## src/rtl/ca_pkg.sv

```systemverilog
`default_nettype none
// ---------------------------------------------------------------------------
// ca_pkg : shared types and constants for the cellular-automaton rule engine
// Revision: 1.0
// ---------------------------------------------------------------------------
package ca_pkg;

  localparam int RULE_W = 8;

  typedef enum logic [1:0] {
    CA_IDLE = 2'd0,
    CA_RUN  = 2'd1,
    CA_HOLD = 2'd2
  } ca_state_e;

endpackage : ca_pkg
`default_nettype wire

```

## src/rtl/ca_cell_next.sv

```systemverilog
`default_nettype none
// ---------------------------------------------------------------------------
// ca_cell_next : one elementary-CA cell, rule lookup on a 3-cell neighbourhood
// Revision: 1.0
// ---------------------------------------------------------------------------
module ca_cell_next
  import ca_pkg::*;
(
  input  logic [RULE_W-1:0] rule,
  input  logic [2:0]        nbhd,
  output logic              next_bit
);

  // nbhd is {left, centre, right}, so it directly selects the rule bit
  assign next_bit = rule[nbhd];

endmodule : ca_cell_next
`default_nettype wire

```

## src/rtl/ca_rule_engine.sv

```systemverilog
`default_nettype none
// ---------------------------------------------------------------------------
// ca_rule_engine : iterates a Wolfram elementary-CA rule over WIDTH cells
// Revision: 1.0
// ---------------------------------------------------------------------------
module ca_rule_engine
  import ca_pkg::*;
#(
  parameter int WIDTH    = 16,
  parameter int GEN_W    = 16,
  parameter int BOUNDARY = 0
) (
  input  logic              clk,
  input  logic              rst_n,
  input  logic              cfg_valid,
  output logic              cfg_ready,
  input  logic [RULE_W-1:0] cfg_rule,
  input  logic [WIDTH-1:0]  cfg_seed,
  input  logic [GEN_W-1:0]  cfg_steps,
  input  logic              abort,
  output logic              out_valid,
  input  logic              out_ready,
  output logic [WIDTH-1:0]  out_state,
  output logic [GEN_W-1:0]  gen_count,
  output logic              busy
);

  ca_state_e         state_q;
  ca_state_e         state_d;
  logic [RULE_W-1:0] rule_q;
  logic [GEN_W-1:0]  steps_q;
  logic [GEN_W-1:0]  gen_q;
  logic [GEN_W-1:0]  gen_inc;
  logic [WIDTH-1:0]  cells_q;
  logic [WIDTH-1:0]  cells_nxt;
  logic              pad_left;
  logic              pad_right;
  logic [WIDTH+1:0]  ext;
  logic              accept;
  logic              advance;

  // pad_left sits beyond the leftmost cell (c[WIDTH]), pad_right beyond c[0] (c[-1])
  generate
    if (BOUNDARY == 0) begin : g_ring
      assign pad_left  = cells_q[0];
      assign pad_right = cells_q[WIDTH-1];
    end else begin : g_zero
      assign pad_left  = 1'b0;
      assign pad_right = 1'b0;
    end
  endgenerate

  assign ext = {pad_left, cells_q, pad_right};

  generate
    for (genvar i = 0; i < WIDTH; i++) begin : g_cell
      ca_cell_next u_cell (
        .rule     (rule_q),
        .nbhd     (ext[i+2:i]),
        .next_bit (cells_nxt[i])
      );
    end
  endgenerate

  assign gen_inc = gen_q + 1'b1;
  assign accept  = (state_q == CA_IDLE) && cfg_valid;
  assign advance = (state_q == CA_RUN) && !abort;

  always_comb begin
    state_d = state_q;
    case (state_q)
      CA_IDLE: if (cfg_valid) state_d = (cfg_steps != '0) ? CA_RUN : CA_HOLD;
      CA_RUN: begin
        if (abort)                   state_d = CA_IDLE;
        else if (gen_inc == steps_q) state_d = CA_HOLD;
      end
      CA_HOLD: if (out_ready) state_d = CA_IDLE;
      default: state_d = CA_IDLE;
    endcase
  end

  always_ff @(posedge clk or negedge rst_n) begin
    if (!rst_n) begin
      state_q <= CA_IDLE;
      rule_q  <= '0;
      steps_q <= '0;
      gen_q   <= '0;
      cells_q <= '0;
    end else begin
      state_q <= state_d;
      if (accept) begin
        rule_q  <= cfg_rule;
        steps_q <= cfg_steps;
        cells_q <= cfg_seed;
        gen_q   <= '0;
      end else if (advance) begin
        cells_q <= cells_nxt;
        gen_q   <= gen_inc;
      end
    end
  end

  assign cfg_ready = (state_q == CA_IDLE);
  assign out_valid = (state_q == CA_HOLD);
  assign busy      = (state_q == CA_RUN);
  assign out_state = cells_q;
  assign gen_count = gen_q;

endmodule : ca_rule_engine
`default_nettype wire

```

## config.mk

```make
export PLATFORM = sky130hd
export DESIGN_NAME = ca_rule_engine
export DESIGN_NICKNAME = d
export VERILOG_FILES = /design/src/rtl/ca_pkg.sv /design/src/rtl/ca_cell_next.sv /design/src/rtl/ca_rule_engine.sv
export SDC_FILE = /design/constraint.sdc
export NUM_CORES = 1
export LEC_CHECK = 0
export BUFFER_PORTS_ARGS = -buffer_cell sky130_fd_sc_hd__buf_2
export CAP_MARGIN = 40
export CORE_MARGIN = 1
export CORE_UTILIZATION = 50
export DETAILED_ROUTE_END_ITERATION = 16
export PLACE_DENSITY_LB_ADDON = 0.25
export SYNTH_ARGS = -nofsm -noshare
export SYNTH_HDL_FRONTEND = slang
export SYNTH_SLANG_ARGS = --single-unit
export TNS_END_PERCENT = 100
```

## constraint.sdc

```tcl
create_clock -name clk -period 2.55 [get_ports clk]
set_clock_uncertainty 0.15 [all_clocks]
set_input_delay 0.255 -clock clk [delete_from_list [all_inputs] [get_ports clk]]
set_output_delay 0.255 -clock clk [all_outputs]
set_load 0.05 [all_outputs]
```

Word level (Yosys, flattened, before mapping)
Index checks and enable logic that the tools add are counted.

operators by class
  $add $sub $neg = 1
  multipliers = 0
  divide/modulo/power cells = 0
  order comparisons = 16
  eq/ne operators = 6
  shift-type cells = 0
  multiplexer cells = 42
  bitwise gates (word level) = 0
  reductions and logical operators = 7

operator list
  operator                 number
  $lt A3 B4 Y1 const B     16
  $mux W16                 4
  $bmux W1 S3              16
  $add A16 B1 Y16 const B  1
  $eq A16 B16 Y1           1
  $mux W1                  16
  $reduce_bool A16 Y1      1
  $mux W2                  5
  $pmux W2 S3              1
  $ne A3 B2 Y1 const B     1
  $reduce_and A3 Y1        1
  $eq A2 B1 Y1 const B     1
  $eq A2 B2 Y1 const B     1
  $logic_and A1 B1 Y1      2
  $logic_not A2 Y1         1
  $ne A2 B1 Y1 const B     1
  $ne A2 B2 Y1 const B     1
  $reduce_bool A2 Y1       1
  $logic_not A1 Y1         1

word-level totals
  register bits after elaboration = 58
  bits in latches = 0
  bits in writable memories = 0
  ROM bits = 0
  input bits = 45
  memories = 0

Longest topological paths before layout
Gate-level depths: netlist of the first run.

  depth in word-level cells = 5
  gate-level depth with buffers = 9
  mapped depth without buffers = 8

Cells and area by module
Synthesis of the first run repeated with hierarchy kept, for this count alone.

unflattened totals
  cells, all modules = 421
  area total of the unflattened synthesis = 4206.5 µm²

by module, submodules not included
  module          instances  cells each  area each (µm²)  seq. area each (µm²)
  ca_rule_engine  1          373         3185.6           1451.4
  ca_cell_next    16         3           63.8             0.0

Worst setup path after synthesis of the first run
No wires, ideal clock.

  kind = flip-flop to flip-flop
  start = reg gen_q[0], in the netlist gen_count[0]
  end = reg state_q[1]
  setup time = 0.077 ns
  arrival = 2.556 ns
  setup slack = -0.234 ns
  stages on the path, launching flop included = 9
  buffers on the path = 0
  period minus slack after synthesis = 2.784 ns
  cells stage by stage = dfrtp_1 -> ha_1 -> nand3_2 -> or4_1 -> a22oi_1 -> nand4_1 -> nor4b_2 -> o32ai_1 -> a21oi_1

on the way
  cells in the longest elaborated chain, start to end = 4

RTL lines
  element                      line                  text
  start, declared              ca_rule_engine.sv:32  logic [GEN_W-1:0] gen_q;
  start signal, assigned       ca_rule_engine.sv:98  gen_q <= gen_inc;
  $add A16 B1 Y16              ca_rule_engine.sv:65  assign gen_inc = gen_q + 1'b1;
  $eq A16 B16 Y1               ca_rule_engine.sv:75  else if (gen_inc == steps_q) state_d = CA_HOLD;
  $ne A3 B2 Y1 (no line)       n/a
  $reduce_and A3 Y1 (no line)  n/a
  end signal, assigned         ca_rule_engine.sv:90  state_q <= state_d;
  end, declared                ca_rule_engine.sv:28  ca_state_e state_q;

Every way passes these cells.
A chain may end at the register's enable or synchronous reset.

Worst setup path in the final report of the first run
  start = reg gen_q[1], in the netlist gen_count[1]
  end = reg state_q[1]

Same word-level chain as after synthesis.

==> results by group, run 1 <==
GRT
  – Largest net degree at the start of global routing: 59
  – First-pass GRT wire length: between 15 and 20 mm
  – Total global-route track usage: 0.262
  – Global route total overflow: 0
  – Initial antenna violation count: 0
  – Number of global-route vias before repair: approximately 3400

Final layout
  – Fin util: 0.634
  – Fillers: about 660
  – Layout cells sized above 1: 0.306
  – Post-Layout Cell Count: 598
  – Finished Cell Area: ~0.005 mm^2
  – Nets: about 540
  – Antenna diode count: 0
  – Area Growth Syn to Fin: 23.7%

Floorplanning
  – Die extent in x: a little over 90 um
  – Die ar.: 0.00824 mm^2
  – Row count: 32
  – Initial Utilization: 0.513
  – Die height: ~91 um
  – Core Box Area: 0.00769 mm^2
  – Ports: 80

Synth
  – Syn Area/Cell: between 9 and 10 um^2
  – Number of flops mapped to enable cells by yosys: 0
  – Number of synthesized register bits: 58
  – Top FF cell, synth: dfrtp_1
  – Synthesized cell area: 0.00394 mm^2
  – Synth warn: 0
  – Sequential share of the synthesized area: 0.368
  – Synth top area cells: dfrtp_1, mux4_2, nand2_1
  – Count leader, synth: nand2_1
  – Top-area cell type share of the netlist area: 0.368
  – Post-synth top area cell: dfrtp_1
  – Distinct cells, synth: a little over 40
  – Mapped Cells: between 400 and 500
  – Asr flop ratio synth: 1.00
  – Syn nets: about 450
  – Post-synth top cells: nand2_1, dfrtp_1, clkbuf_1

Timing
  – Final max-slew violation count: 0
  – Achievable Freq: approximately 0.42 GHz
  – RSZ-0062 raised after global routing: no
  – Minimum clock period: 2410 ps
  – Final hold viol count: 0
  – Final WS setup: roughly 140 ps
  – Final cycle utilization of the critical path: 0.944
  – Hold Slack: ~13 ps
  – Max-slew headroom: 0.503
  – Pin slew with the least headroom to its limit: 746 ps
  – Final setup fails: 0
  – Setup TNS: 0 ps

Clock network
  – Reg clk slew, reported paths: around 70 ps
  – H-tree Lvls: 3
  – Clock Tree Root: clkbuf_8
  – TritonCTS Buffers: 9
  – Clk Latency, worst-skew pair: approximately 330 ps
  – # clock sinks: between 50 and 60
  – CTS tree: done
  – Clk buf depth: 2

Placed design
  – Dpl hpwl: approximately 6.7 mm
  – Pre-CTS setup slack: roughly 12 ps
  – Inst Count DP: roughly 560
  – Gpl congestion: about 0.86
  – I/O Buffers: about 80
  – Placed cell areas: between 0.004 and 0.005 mm^2

Routing
  – Routed WL: about 10 mm
  – Total number of vias: approximately 3600
  – Post-route ant nets: 0
  – Vias per inst: about 6
  – Initial DRC Count: 222
  – Avg WL per Cell: roughly 17 um
  – Post-route DRC: 0
  – Drt first pass iters: 6

Power
  – Psw: around 2.6 mW
  – Sequential Power Share: 0.352
  – Final Power: roughly 5.8 mW
  – Sw frac: 0.451
  – Pwr/cell area: 1190 mW/mm^2
  – Maximum VDD drop: 0.855 mV
  – Logic pwr share: 0.504
  – Clock power frac: 0.144
  – Leak Pwr: ~2.2 nW
  – Total internal power: between 3 and 4 mW

Worst setup path
  – CP endpoint kind: register
  – Cells along the critical path: ha_4 -> nand3_4 -> or4_1 -> a22oi_1 -> nand4_1 -> nor4b_4 -> o32ai_1 -> a21oi_1
  – Worst Path Arrival: 2510 ps
  – Startpoint Class: register
  – Critical path class: reg -> reg
  – Crit-path slowest cell: or4_1
  – Worst-path fanout max: 7
  – Required time of the worst setup path: about 2700 ps
  – Slowest stage delay, CP: between 500 and 600 ps

Min path
  – Hold/Removal Path Class: in -> reg

Run status
  – Outcome: completed

Job
  – Maximum capacitance violations: 0
[what timing repair did]
item | 4_1_cts | 5_1_grt
hold endpoints to repair | 82 | 0
pin swaps | 0 | 2
setup endpoints to repair | 1 | 1
buffers inserted | 0 | 1
gates resized for setup | 1 | 1
hold buffers | 25 | 0
[state kept, by name, summed over array words and instances (netlist names)]
name and flops:
gen_count 16, out_state 16, steps_q 16, rule_q 8
state_q 2
[power by group through the flow]
stage | combinational [mW] | sequential [mW] | clock [mW]
finish | 2.92 | 2.03 | 0.833
global route | 3.13 | 2.11 | 0.897
CTS | 2.90 | 2.03 | 0.853
detailed placement | 2.85 | 2.04 | 0
global placement | 2.80 | 2.01 | 0
floorplan | 2.27 | 1.99 | 0
[worst max-delay path, delay by kind of cell (launching register included)]
family | cells | cell delay, ps
AOI/OAI and AO/OA | 3 | 460
DFF | 1 | 410
and+or+nand+nor | 4 | 1130
adders and majority gates | 1 | 180
[per-layer routing]
| layer | wire, um | track usage | part of all wire | vias to the layer above |
|---|---|---|---|---|
| li1 | - | - | - | 1656 |
| met4 | 89 | 0.0741 | 0.0086 | 0 |
| met5 | 0 | 0 | 0 | - |
| met1 | 4540 | 0.371 | 0.44 | 1762 |
| met3 | 815 | 0.0657 | 0.079 | 8 |
| met2 | 4900 | 0.402 | 0.47 | 153 |
[path summary, 6_finish.rpt]
path                                               start                       end  slack, ps  cells past startpoint
worst min-delay path                         cfg_seed[3]  out_state[3]$_DFFE_PN0P_         10                      3
worst max-delay path            gen_count[1]$_DFFE_PN0P_    state_q[1]$_DFFE_PN0P_        140                      8
worst min register to register    steps_q[7]$_DFFE_PN0P_    steps_q[7]$_DFFE_PN0P_        360                      2
worst max register to register  gen_count[1]$_DFFE_PN0P_    state_q[1]$_DFFE_PN0P_        140                      8
min in group asynchronous                          rst_n   steps_q[11]$_DFFE_PN0P_        460                      3
max in group asynchronous                          rst_n  gen_count[2]$_DFFE_PN0P_       1250                      3
[cells by family after synthesis]
family                   share of synthesized area
AO/OA/AOI/OAI                                0.124
XOR/XNOR                                    0.0467
adder cells (fa/ha/maj)                    0.00317
buffers and inverters                       0.0476
flip-flops                                   0.368
multiplexers                                 0.226
AND/OR/NAND/NOR                              0.184
[cells in the final DEF (no fill, tap or decap), types with 2 or more instances in the layout]
master | synthesis | layout
buf_2 | 6 | 79
nand3_1 | 6 | 6
nor2b_1 | 6 | 6
clkbuf_8 | 0 | 10
a22oi_1 | 13 | 13
o22ai_1 | 4 | 4
o32ai_1 | 2 | 2
dfrtp_2 | 0 | 7
mux2i_1 | 16 | 16
mux4_2 | 32 | 32
dfrtp_1 | 58 | 51
buf_4 | 1 | 16
clkinv_2 | 0 | 2
and3_1 | 3 | 3
nand4_1 | 8 | 8
o31ai_1 | 8 | 8
xor2_1 | 5 | 5
xnor2_1 | 16 | 16
or3_1 | 2 | 2
and2_1 | 6 | 6
and4_1 | 3 | 3
clkbuf_1 | 37 | 3
a21oi_1 | 13 | 13
nor3_1 | 2 | 2
dlygate4sd3_1 | 0 | 25
nor4_1 | 7 | 7
nor2_1 | 14 | 14
o21ai_0 | 36 | 36
nand2_1 | 85 | 85
[area by class of cell]
cell class / count / area, um^2 / area share
Clock buffer: 13 / 149 / 0.0306
Clock inverter: 3 / 40.0 / 0.00822
Multi-Input combinational cell: 302 / 2330 / 0.478
Sequential cell: 58 / 1460 / 0.300
Tap cell: 102 / 128 / 0.0262
Timing Repair Buffer: 120 / 766 / 0.157
Power figures use the tool's default switching activity.
==> run 2: changes to the inputs <==
==> constraint.sdc (replaced) <==
create_clock -name clk -period 2.15 [get_ports clk]
set_clock_uncertainty 0.15 [all_clocks]
set_input_delay 0.215 -clock clk [delete_from_list [all_inputs] [get_ports clk]]
set_output_delay 0.215 -clock clk [all_outputs]
set_load 0.05 [all_outputs]
==> results by group, run 2 (synthesis results as in run 1) <==
Run status
  – Outcome: finished, violations left
  – Failing checks: setup timing

Worst setup path
  – CP endpoint kind: register
  – Startpoint Class: register
  – Critical path class: reg -> reg
  – RR Startpoint: gen_count[0]$_DFFE_PN0P_
  – R2r setup slk: -300 ps
  – Required time of the worst setup path: around 2200 ps
  – Worst Path Arrival: 2510 ps
  – Critical R2R Capture: state_q[1]$_DFFE_PN0P_
  – Worst-path fanout max: 5
  – R2R cell count: 11

Timing
  – Final hold viol count: 0
  – Max-slew headroom: 0.629
  – Minimum clock period: between 2000 and 2500 ps
  – Achievable Freq: a little over 0.4 GHz
  – RSZ-0062 raised after global routing: yes
  – Final WS setup: -300 ps
  – Final cycle utilization of the critical path: 1.14
  – Final setup fails: 2
  – Setup TNS: -461 ps
  – Final max-slew violation count: 0
  – Pin slew with the least headroom to its limit: around 560 ps

Placed design
  – Inst Count DP: 583
  – I/O Buffers: approximately 80
  – Placed cell areas: roughly 0.0047 mm^2
  – Dpl hpwl: about 7.5 mm
  – Gpl congestion: 0.823

Floorplanning
  – Core Box Area: about 0.0077 mm^2
  – Initial Utilization: 0.513
  – Ports: 80
  – Die extent in x: ~91 um
  – Die height: slightly above 90 um
  – Die ar.: approximately 0.0082 mm^2
  – Row count: 32

Job
  – Maximum capacitance violations: 0

GRT
  – Initial antenna violation count: 0
  – Largest net degree at the start of global routing: 40
  – First-pass GRT wire length: around 19 mm
  – Global route total overflow: 0
  – Number of global-route vias before repair: 3815
  – Total global-route track usage: 0.289

Clock network
  – TritonCTS Buffers: 9
  – H-tree Lvls: 3
  – Reg clk slew, reported paths: around 60 ps
  – # clock sinks: 58
  – CTS tree: done
  – Clk buf depth: 2
  – Clock Tree Root: clkbuf_8
  – Clk Latency, worst-skew pair: around 340 ps

Final layout
  – Area Growth Syn to Fin: 37.0%
  – Commonest non-fill, non-tap cell in the layout: nand2_1
  – Layout cells sized above 1: 0.381
  – Antenna diode count: 0
  – Reg area: between 0.001 and 0.0015 mm^2
  – Footprint of the multi-input gates: 0.00241 mm^2
  – Nets: slightly below 600
  – Post-Layout Cell Count: between 600 and 700
  – Fillers: roughly 570
  – Most frequent cells in the layout: nand2_1, buf_2, buf_4, dfrtp_1, dlygate4sd3_1
  – Finished Cell Area: approximately 0.0054 mm^2

Routing
  – Post-route DRC: 0
  – Initial DRC Count: ~380
  – Total number of vias: slightly below 4000
  – Avg WL per Cell: roughly 18 um
  – Drt first pass iters: 5
  – Routed WL: approximately 12 mm
  – Post-route ant nets: 0
  – Vias per inst: slightly above 6

Power
  – Pwr/cell area: around 1300 mW/mm^2
  – Maximum VDD drop: around 0.97 mV
  – Leak Pwr: ~2.4 nW

Min path
  – WHS Path Cells: 3
  – Hold/Removal Path Class: in -> reg
  – Hold path start: cfg_seed[12]
  – Worst hold endpoint: out_state[12]$_DFFE_PN0P_
## run 2: cell count changes in the layout (fill, tap and decap cells not counted), sizes merged
| cell | before | now |
|---|---|---|
| bufinv | 1 | 2 |
| dlygate4sd3 | 25 | 37 |
| clkinvlp | 0 | 1 |
| clkinv | 2 | 1 |
| buf | 95 | 128 |
| clkbuf | 13 | 12 |
## run 2: layer usage
layer | track usage | vias up | wire length (um) | part of all wire
li1 | - | 1745 | - | -
met1 | 0.398 | 1910 | 4820 | 0.42
met2 | 0.455 | 208 | 5570 | 0.48
met3 | 0.0471 | 32 | 859 | 0.074
met4 | 0.126 | 0 | 302 | 0.026
met5 | 0 | - | 0 | 0
## run 2: worst max-delay path, stage by stage (launching register included)
cell	delay, ps
dfrtp_4	500
ha_4	200
and3_4	160
buf_4	130
buf_4	130
nand4_1	120
o32ai_2	90
a41oi_2	260
nor4b_4	90
buf_4	160
o32ai_2	280
a21oi_1	60
## run 2: worst max-delay path by stage
stage	startpoint	to	slack, ps	cells past startpoint
after floorplan	gen_count[2]$_DFFE_PN0P_	state_q[1]$_DFFE_PN0P_	-190	8
after global placement	gen_count[0]$_DFFE_PN0P_	state_q[1]$_DFFE_PN0P_	-200	9
after detailed placement	gen_count[0]$_DFFE_PN0P_	state_q[1]$_DFFE_PN0P_	-320	9
after CTS	gen_count[0]$_DFFE_PN0P_	state_q[1]$_DFFE_PN0P_	-280	9
after global routing	gen_count[2]$_DFFE_PN0P_	state_q[1]$_DFFE_PN0P_	-440	9
final	gen_count[0]$_DFFE_PN0P_	state_q[1]$_DFFE_PN0P_	-300	11
## run 2: cell type report
| cell class | count | area share |
|---|---|---|
| clock buffer | 12 | 0.0306 |
| clock inverter | 4 | 0.0134 |
| multi-input combinational | 302 | 0.446 |
| sequential | 58 | 0.272 |
| tap | 102 | 0.0236 |
| timing repair buffer | 165 | 0.215 |
## run 2: through the flow
step	utilization	total power [mW]	setup WS [ps]	hold slack (ps)
detailed placement	0.607	5.92	-316	55.9
global placement	0.607	5.76	-205	54.7
floorplan	-	5.08	-192	-231
finish	0.703	7.29	-300	34.4
CTS	0.690	7.20	-285	21.0
global route	0.703	7.71	-436	45.7
## run 2: power breakdown
group	switching [mW]	internal, mW	total (mW)
registers	0.943	1.48	2.43
clock network	0.449	0.746	1.19
logic	1.85	1.82	3.67
## run 2: timing repair
action                                  in CTS  in global routing
hold endpoints to repair                    94                  0
hold buffers                                37                  0
setup buffers                                2                  5
pin swaps                                    6                  8
gates resized for setup                      4                 10
endpoints found under the setup margin       2                  2
